`src/rtl/cam_pkg.sv`:
```
// Shared types and the colour-bar palette for the DVP camera emulator.
package cam_pkg;

  typedef enum logic [1:0] {
    MODE_BARS  = 2'd0,
    MODE_RAMP  = 2'd1,
    MODE_CHECK = 2'd2,
    MODE_COUNT = 2'd3
  } mode_e;

  typedef enum logic [2:0] {
    ST_IDLE,
    ST_VSYNC,
    ST_VBACK,
    ST_ACTIVE,
    ST_VFRONT
  } state_e;

  // RGB565 bars, left to right: white, yellow, cyan, green, magenta, red, blue, black
  function automatic logic [15:0] barColour(input logic [2:0] idx);
    case (idx)
      3'd0:    return 16'hFFFF;
      3'd1:    return 16'hFFE0;
      3'd2:    return 16'h07FF;
      3'd3:    return 16'h07E0;
      3'd4:    return 16'hF81F;
      3'd5:    return 16'hF800;
      3'd6:    return 16'h001F;
      default: return 16'h0000;
    endcase
  endfunction

endpackage

```
`src/rtl/dvp_pattern_gen.sv`:
```
// Combinational test-pattern source: maps pixel position and byte phase to one data byte.
module dvp_pattern_gen
  import cam_pkg::*;
#(
  parameter int H_ACTIVE = 640
) (
  input  logic [15:0] x_i,
  input  logic [15:0] y_i,
  input  logic        hi_i,
  input  mode_e       mode_i,
  input  logic [7:0]  byte_cnt_i,
  output logic [7:0]  data_o
);

  logic [15:0] pixel;

  always_comb begin
    pixel = 16'h0000;
    case (mode_i)
      MODE_BARS:  pixel = barColour(3'(({x_i, 3'b000}) / 19'(H_ACTIVE)));
      MODE_RAMP:  pixel = {x_i[4:0], x_i[5:0], x_i[4:0]};
      MODE_CHECK: pixel = (|((x_i ^ y_i) & 16'h0008)) ? 16'hFFFF : 16'h0000;
      default:    pixel = 16'h0000;
    endcase
    data_o = (mode_i == MODE_COUNT) ? byte_cnt_i
                                    : (hi_i ? pixel[15:8] : pixel[7:0]);
  end

endmodule

```
`config.mk`:
```
export PLATFORM = sky130hd
export DESIGN_NAME = dvp_pattern_gen
export DESIGN_NICKNAME = d
export VERILOG_FILES = /design/src/rtl/cam_pkg.sv /design/src/rtl/dvp_pattern_gen.sv
export SDC_FILE = /design/constraint.sdc
export NUM_CORES = 1
export LEC_CHECK = 0
export CORE_MARGIN = 2
export CORE_UTILIZATION = 32
export DETAILED_ROUTE_END_ITERATION = 16
export GPL_TIMING_DRIVEN = 0
export PLACE_DENSITY = 0.59
export SLEW_MARGIN = 20
export SYNTH_ARGS = -nofsm -noshare
export SYNTH_HDL_FRONTEND = slang
export SYNTH_SLANG_ARGS = --single-unit
```
`constraint.sdc`:
```
create_clock -name vclk -period 7.6
set_clock_uncertainty 0.1 [all_clocks]
set_input_delay 0.76 -clock vclk [all_inputs]
set_output_delay 0.76 -clock vclk [all_outputs]
set_load 0.01 [all_outputs]
```
---- Yosys cells after proc, flatten, opt, wreduce, memory -nomap -nowiden ----
Cells that the tools add are included.
storage, ports and cells
  register bits after elaboration ......... 0
  word-level logic and storage cells ...... 18
operators by class
  div/mod/pow operators ................... 1
  equality and inequality tests ........... 9
  muxes and demuxes ....................... 5
  bitwise gates (word level) .............. 1
  reduce and logical (&&, ||, !) cells .... 2
operator list
  operator                count
  $pmux 16 s7             1
  $pmux 16 s3             1
  $div 19x10->19 const B  1
  $mux 16                 1
  $mux 8                  2
  $eq 3x3->1 const B      3
  $eq 3x2->1 const B      2
  $eq 2x2->1 const B      2
  $xor 4x4->4             1
  $eq 3x1->1 const B      1
  $logic_not 3->1         1
  $eq 2x1->1 const B      1
  $logic_not 2->1         1

---- Depth between registers and ports, before layout ----
Gate-level depths: netlist of the first run.
  depth in word-level cells ............... 6
  depth in mapped cells ................... 14
  depth with buffers taken out ............ 11

---- Least setup slack after synthesis of the first run ----
Ideal clock, no wire load.
  path kind ............................... input to output
  start ................................... input port x_i[14]
  end ..................................... output port data_o[3]
  arrival time ............................ 3.315 ns
  required time ........................... 6.740 ns
  setup slack ............................. 3.425 ns
  stages .................................. 12
  path buffers ............................ 2
  cell sequence ........................... buf_6 > buf_6 > nor3b_2 > a21oi_1 > a211oi_4 > o2bb2a_2 > a221oi_4 > a21boi_1 > a211oi_2 > o31ai_4 > o31ai_1 > a21oi_1
between the ends
  word-level cells in the longest chain between the ends .. 6
ends and longest elaborated chain
  item                                      line                   source
  start, declared                           dvp_pattern_gen.sv:7   input logic [15:0] x_i,
  $div 19x10->19 *                          dvp_pattern_gen.sv:20  MODE_BARS: pixel = barColour(3'(({x_i, 3'b000}) / 19'(H_ACTIVE)));
  $eq 3x3->1, or another cell as far along  cam_pkg.sv:21          case (idx)
  $pmux 16 s7 *                             cam_pkg.sv:21
  $pmux 16 s3 *                             dvp_pattern_gen.sv:19  case (mode_i)
  $mux 8 *                                  dvp_pattern_gen.sv:26  : (hi_i ? pixel[15:8] : pixel[7:0]);
  $mux 8 *                                  dvp_pattern_gen.sv:25  data_o = (mode_i == MODE_COUNT) ? byte_cnt_i
  end, declared                             dvp_pattern_gen.sv:12  output logic [7:0] data_o
Every way passes the cells marked *; elsewhere a longest branch is shown, timed or not.

---- Final worst setup path of the first run ----
  start ................................... input port x_i[15]
  end ..................................... output port data_o[2]
The elaborated chain is that of the path after synthesis.

==> impl_metrics.yaml, run 1 <==
layout:
  clock_buffers: 0
  drive_gt1_frac: 0.154
  regArea_um2: 0
  diodes: 0
  design_area_um2: 2100
  syn2layout_area_growth_pct: 23.3
  final_util: 0.412
  design.seq.count: 0
  fin_nets: 311
  fin_cells: 336
logic_synthesis:
  yosys.area.top_type: "a21oi_1"
  ys_top_cells_by_area: "a21oi_1 6.8%, nand2_1 5.1%, nor2_1 4.8%"
  ys_warn_count: 0
  synth.avg_cell_area_um2: 7.25
  ys_seq_area_frac: 0
  synth_nets: 278
  netlist_area_um2: 1700
  synth_top_area_share: 0.0675
  netlist-cell-type-count: 78
  syn_inst: 235
clock_tree:
  cts_hold_buf: 0
  postCtsSetupBuffers: 0
  ctsResizeCount: 0
global_route:
  grt_usage: 0.167
  grt_pass1_vias: 1884
  grt_max_degree: 11
  grt_pass1_wl_mm: 8.68
  grt_overflow: 0
  antenna_found_initial: 0
timing:
  worst_pin_slew_ns: 0.592
  fmax_ghz: 0.179
  period_minus_slack_ns: 5.60
  hold_viol: 0
  finalMaxSlewViolations: 0
  grt_setup_unrepaired: "no"
  slew_headroom: 0.606
  post-route-period-util: 0.737
  setup_tns_ns: 0
  setup_violations: 0
min_path:
  holdCritPathClass: "in2out"
  worstHoldStart: "hi_i"
floorplan:
  coreArea_um2: 5110
  die_h_um: 77.0
  start_util: 0.334
  die_area_um2: 5930
  fp-row-count: 26
  die_x_um: 77.0
  io_pins: 51
placed_design:
  place_hpwl_mm: 3.92
  place_area_um2: 2100
  portBuffers: 31
  dpl.cell_count: 336
  gp_congestion: 0.874
detailed_routing:
  wl_mm: 5.06
  post_drt_wl_per_cell_um: 15.1
  routed_via_density: 5.90
  drt_first_pass_iters: 4
  vias: 1982
  drc_errors: 0
  drt_iter0_markers: 147
  ant_nets: 0
worst_setup_path:
  cp.arrival_ns: 4.74
  required_ns: 6.74
  startpoint_type: "primary input"
  crit_start: "x_i[15]"
  crit_fanout: 10
  critPathCaptureType: "primary output"
  critPathKind: "in2out"
power_and_ir_drop:
  pwr-share-comb: 1.000
  pwr_density_cell_nw_per_um2: 83.0
  vdd_ir_drop_max_mv: 0.0324
  p_sw_uw: 95.4
  internal-power_uw: 79.0
  power_frac_clock: 0
  power.leakage_uw: 0.000774
  switching_share: 0.547
  seq_power_share: 0
outcome:
  status: "completed"
run:
  cap_violations: 0
## cell type report
type | count | area [µm²]
multi-input combinational | 208 | 1530
fill | 535 | 3010
buffer | 18 | 140
timing repair buffer | 31 | 310
inverter | 9 | 33.8
tap | 70 | 87.6
## routing by layer
layer / part of all wire / wire length [µm] / global-route usage
met1: 0.49 / 2460 / 0.235
met2: 0.45 / 2280 / 0.285
met3: 0.055 / 280 / 0.00588
met4: 0.0073 / 37 / 0.0321
met5: 0 / 0 / 0
## per-stage QoR
| stage | setup WS, ns | hold slack (ns) | power (µW) |
|---|---|---|---|
| floorplan | 3.42 | 1.53 | 121 |
| global placement | 2.10 | 2.38 | 172 |
| detailed placement | 2.07 | 2.39 | 172 |
| CTS | 2.05 | 2.39 | 173 |
| global route | 1.65 | 2.43 | 191 |
| finish | 2.00 | 2.37 | 174 |
## cells in the final DEF (no fill, tap or decap), types with 2 or more instances in the layout
cell,synthesis,routed
a2111oi_2,2,2
a2111oi_4,2,2
a211o_1,2,2
a211oi_1,4,4
a211oi_2,3,3
a21o_1,5,5
a21oi_1,23,23
a22oi_1,5,5
a2bb2oi_1,2,2
a31oi_1,3,3
and3_1,3,3
and3b_1,2,2
and4_1,2,2
buf_2,4,4
buf_6,6,6
buf_8,2,2
clkbuf_1,6,6
clkdlybuf4s50_1,0,31
clkinv_1,2,2
inv_1,7,7
nand2_1,23,23
nand2b_1,3,3
nand3_1,9,9
nor2_1,22,22
nor3_1,3,3
nor3b_1,4,4
nor4_1,3,3
nor4bb_1,4,4
o211a_1,2,2
o211ai_1,3,3
o21ai_0,10,10
o21ai_1,4,4
o21bai_1,2,2
o22ai_1,4,4
o2bb2ai_1,4,4
o31ai_1,2,2
or3_1,3,3
xnor2_1,3,3
xor2_1,2,2
## cell usage after synthesis, types with 2 or more instances
library cell and n:
nand3_1 9, inv_1 7, clkbuf_1 6, o31ai_1 2, xnor2_1 3, buf_6 6, o21ai_1 4, buf_8 2
a211oi_2 3, nor2_1 22, o211ai_1 3, or3_1 3, nor4bb_1 4, o2bb2ai_1 4, a21o_1 5, a21oi_1 23
a31oi_1 3, nor4_1 3, and3b_1 2, o211a_1 2, nor3_1 3, and3_1 3, a211o_1 2, buf_2 4
nand2_1 23, o21ai_0 10, o21bai_1 2, clkinv_1 2, nor3b_1 4, nand2b_1 3, xor2_1 2, o22ai_1 4
a22oi_1 5, a211oi_1 4, a2111oi_4 2, a2111oi_2 2, a2bb2oi_1 2, and4_1 2
## critical path, stage by stage
cell and delay, ns:
clkdlybuf4s50_1 0.49, buf_2 0.23, xor2_1 0.29, o21bai_1 0.18, nand3_1 0.33, nor3_2 0.32, nand2_1 0.09, o221a_1 0.29
a211o_1 0.30, a2111oi_2 0.37, a22oi_1 0.16, o22ai_2 0.31, a21oi_1 0.12, clkdlybuf4s50_1 0.50
## power by group through the flow
| stage | combinational (µW) | clock [µW] | sequential (µW) |
|---|---|---|---|
| global placement | 172 | 0 | 0 |
| global route | 191 | 0 | 0 |
| floorplan | 121 | 0 | 0 |
| finish | 174 | 0 | 0 |
| CTS | 173 | 0 | 0 |
| detailed placement | 172 | 0 | 0 |
## worst paths after layout
kind,to,slack [ns],depth (start not counted)
setup / recovery,data_o[2],2.00,14
hold / removal,data_o[4],2.37,4
## kinds of logic after synthesis
kind of cell / Yosys count / share of synthesized area
AOI/OAI and AO/OA: 104 / 0.517
and+or+nand+nor: 96 / 0.327
adders and majority gates: 1 / 0.00587
muxes: 1 / 0.00587
buffers and inverters: 27 / 0.102
xor gates and xnor gates: 6 / 0.0419
Note: power is estimated with default switching activity, not from simulation.
==> inputs of run 2 (changes only) <==
Clock period 7.6 ns to 5.36 ns, I/O delays scaled along.
==> run 2 against run 1 <==
Compared with the run above:
- hold slack got worse by 0.44 ns
- power rose by 43%
- highest routed layer unchanged
- via count fell by 1.0%
- sequential cell count did not move
- combinational power rose by 43%
- sequential share of layout area did not move
- largest power group unchanged
==> impl_metrics.yaml, run 2 (synthesis results as in run 1) <==
layout:
  fin_cells: 336
  clock_buffers: 0
  drive_gt1_frac: 0.165
  design.seq.count: 0
  final_cell_mix: "31 x clkdlybuf4s50_1, 23 x a21oi_1, 23 x nand2_1, 22 x nor2_1, 10 x o21ai_0"
  regArea_um2: 0
  layout_commonest_cell: "clkdlybuf4s50_1"
  diodes: 0
  nFillCells: 531
  syn2layout_area_growth_pct: 24.3
  fin_nets: 311
worst_setup_path:
  crit_slowest_cell: "clkdlybuf4s50_1"
  required_ns: 4.72
  cp.arrival_ns: 4.43
  critPathCaptureType: "primary output"
  crit_fanout: 10
  max_stage_delay_ns: 0.56
  cp_num_buf_inv: 3
  crit_chain: "clkdlybuf4s50_1, buf_2, nor3b_2, a21oi_1, a211oi_4, o2bb2a_2, a221oi_4, a21boi_1, a211oi_2, o31ai_4, o31ai_1, a21oi_1, clkdlybuf4s50_1"
  startpoint_type: "primary input"
  critical-path-top-delay-family: "compound AO/OA/AOI/OAI gates"
  critPathKind: "in2out"
floorplan:
  die_x_um: 77.0
  die_area_um2: 5930
  start_util: 0.334
  die_h_um: 77.0
  coreArea_um2: 5110
  fp-row-count: 26
  io_pins: 51
timing:
  finalMaxSlewViolations: 0
  grt_setup_unrepaired: "no"
  worst_pin_slew_ns: 0.581
  period_minus_slack_ns: 5.07
  slew_headroom: 0.613
  fmax_ghz: 0.197
  setup_violations: 0
  post-route-period-util: 0.946
  setup_tns_ns: 0
  worst_slack_ns: 0.292
  hold_viol: 0
  whs_ns: 1.93
detailed_routing:
  routed_via_density: 5.84
  drt_iter0_markers: 154
  post_drt_wl_per_cell_um: 15.2
  drt_first_pass_iters: 4
  ant_nets: 0
  wl_mm: 5.11
  drc_errors: 0
  vias: 1962
power_and_ir_drop:
  p_total_uw: 249
  power.leakage_uw: 0.000786
  pwr_density_cell_nw_per_um2: 118
  vdd_ir_drop_max_mv: 0.0462
clock_tree:
  ctsResizeCount: 0
  cts_hold_buf: 0
  postCtsSetupBuffers: 0
placed_design:
  gp_congestion: 0.874
  place_ws_ns: 0.279
  place_hpwl_mm: 3.92
  dpl.cell_count: 336
  portBuffers: 31
outcome:
  status: "completed"
min_path:
  holdCritPathClass: "in2out"
global_route:
  antenna_found_initial: 0
  grt_overflow: 0
  grt_pass1_vias: 1884
  grt_pass1_wl_mm: 8.68
  grt_usage: 0.167
  grt_max_degree: 11
run:
  cap_violations: 0
run 2: cell types whose count changed in the layout (fill, tap and decap cells not counted):
cell / delta
o21bai_1: -1
o21bai_2: +1
xor2_2: +1
nand3_1: -1
nand3_2: +1
xor2_1: -1
run 2: stage by stage:
step,util,cell area [µm²]
floorplan,-,1700
global placement,0.412,2100
detailed placement,0.412,2100
CTS,0.412,2100
global route,0.415,2120
finish,0.415,2120
run 2: routing by layer:
layer	vias up	track usage	wire, µm
met5	-	0	0
met4	0	0.0321	37
met3	4	0.00588	280
met2	70	0.285	2310
met1	910	0.235	2480
li1	978	-	-
run 2: cell type report:
| cell class | count | area, µm² | share of cell area |
|---|---|---|---|
| Tap cell | 70 | 87.6 | 0.0413 |
| Multi-Input combinational cell | 208 | 1550 | 0.730 |
| Buffer | 18 | 140 | 0.0662 |
| Inverter | 9 | 33.8 | 0.0159 |
| Timing Repair Buffer | 31 | 310 | 0.146 |
run 2: tightest hold or removal path: stages:
cell,delay (ns)
clkbuf_1,0.22
nor2_1,0.19
a221oi_2,0.08
clkdlybuf4s50_1,0.48
run 2: path summary, 6_finish.rpt:
check / slack [ns] / startpoint / depth (start not counted) / end
setup / recovery: 0.29 / x_i[15] / 13 / data_o[3]
hold / removal: 1.93 / hi_i / 4 / data_o[4]
run 2: where the power goes:
part	switching (µW)	internal, µW	total, µW
clock	0	0	0
sequential	0	0	0
combinational	136	113	249
total	136	113	249
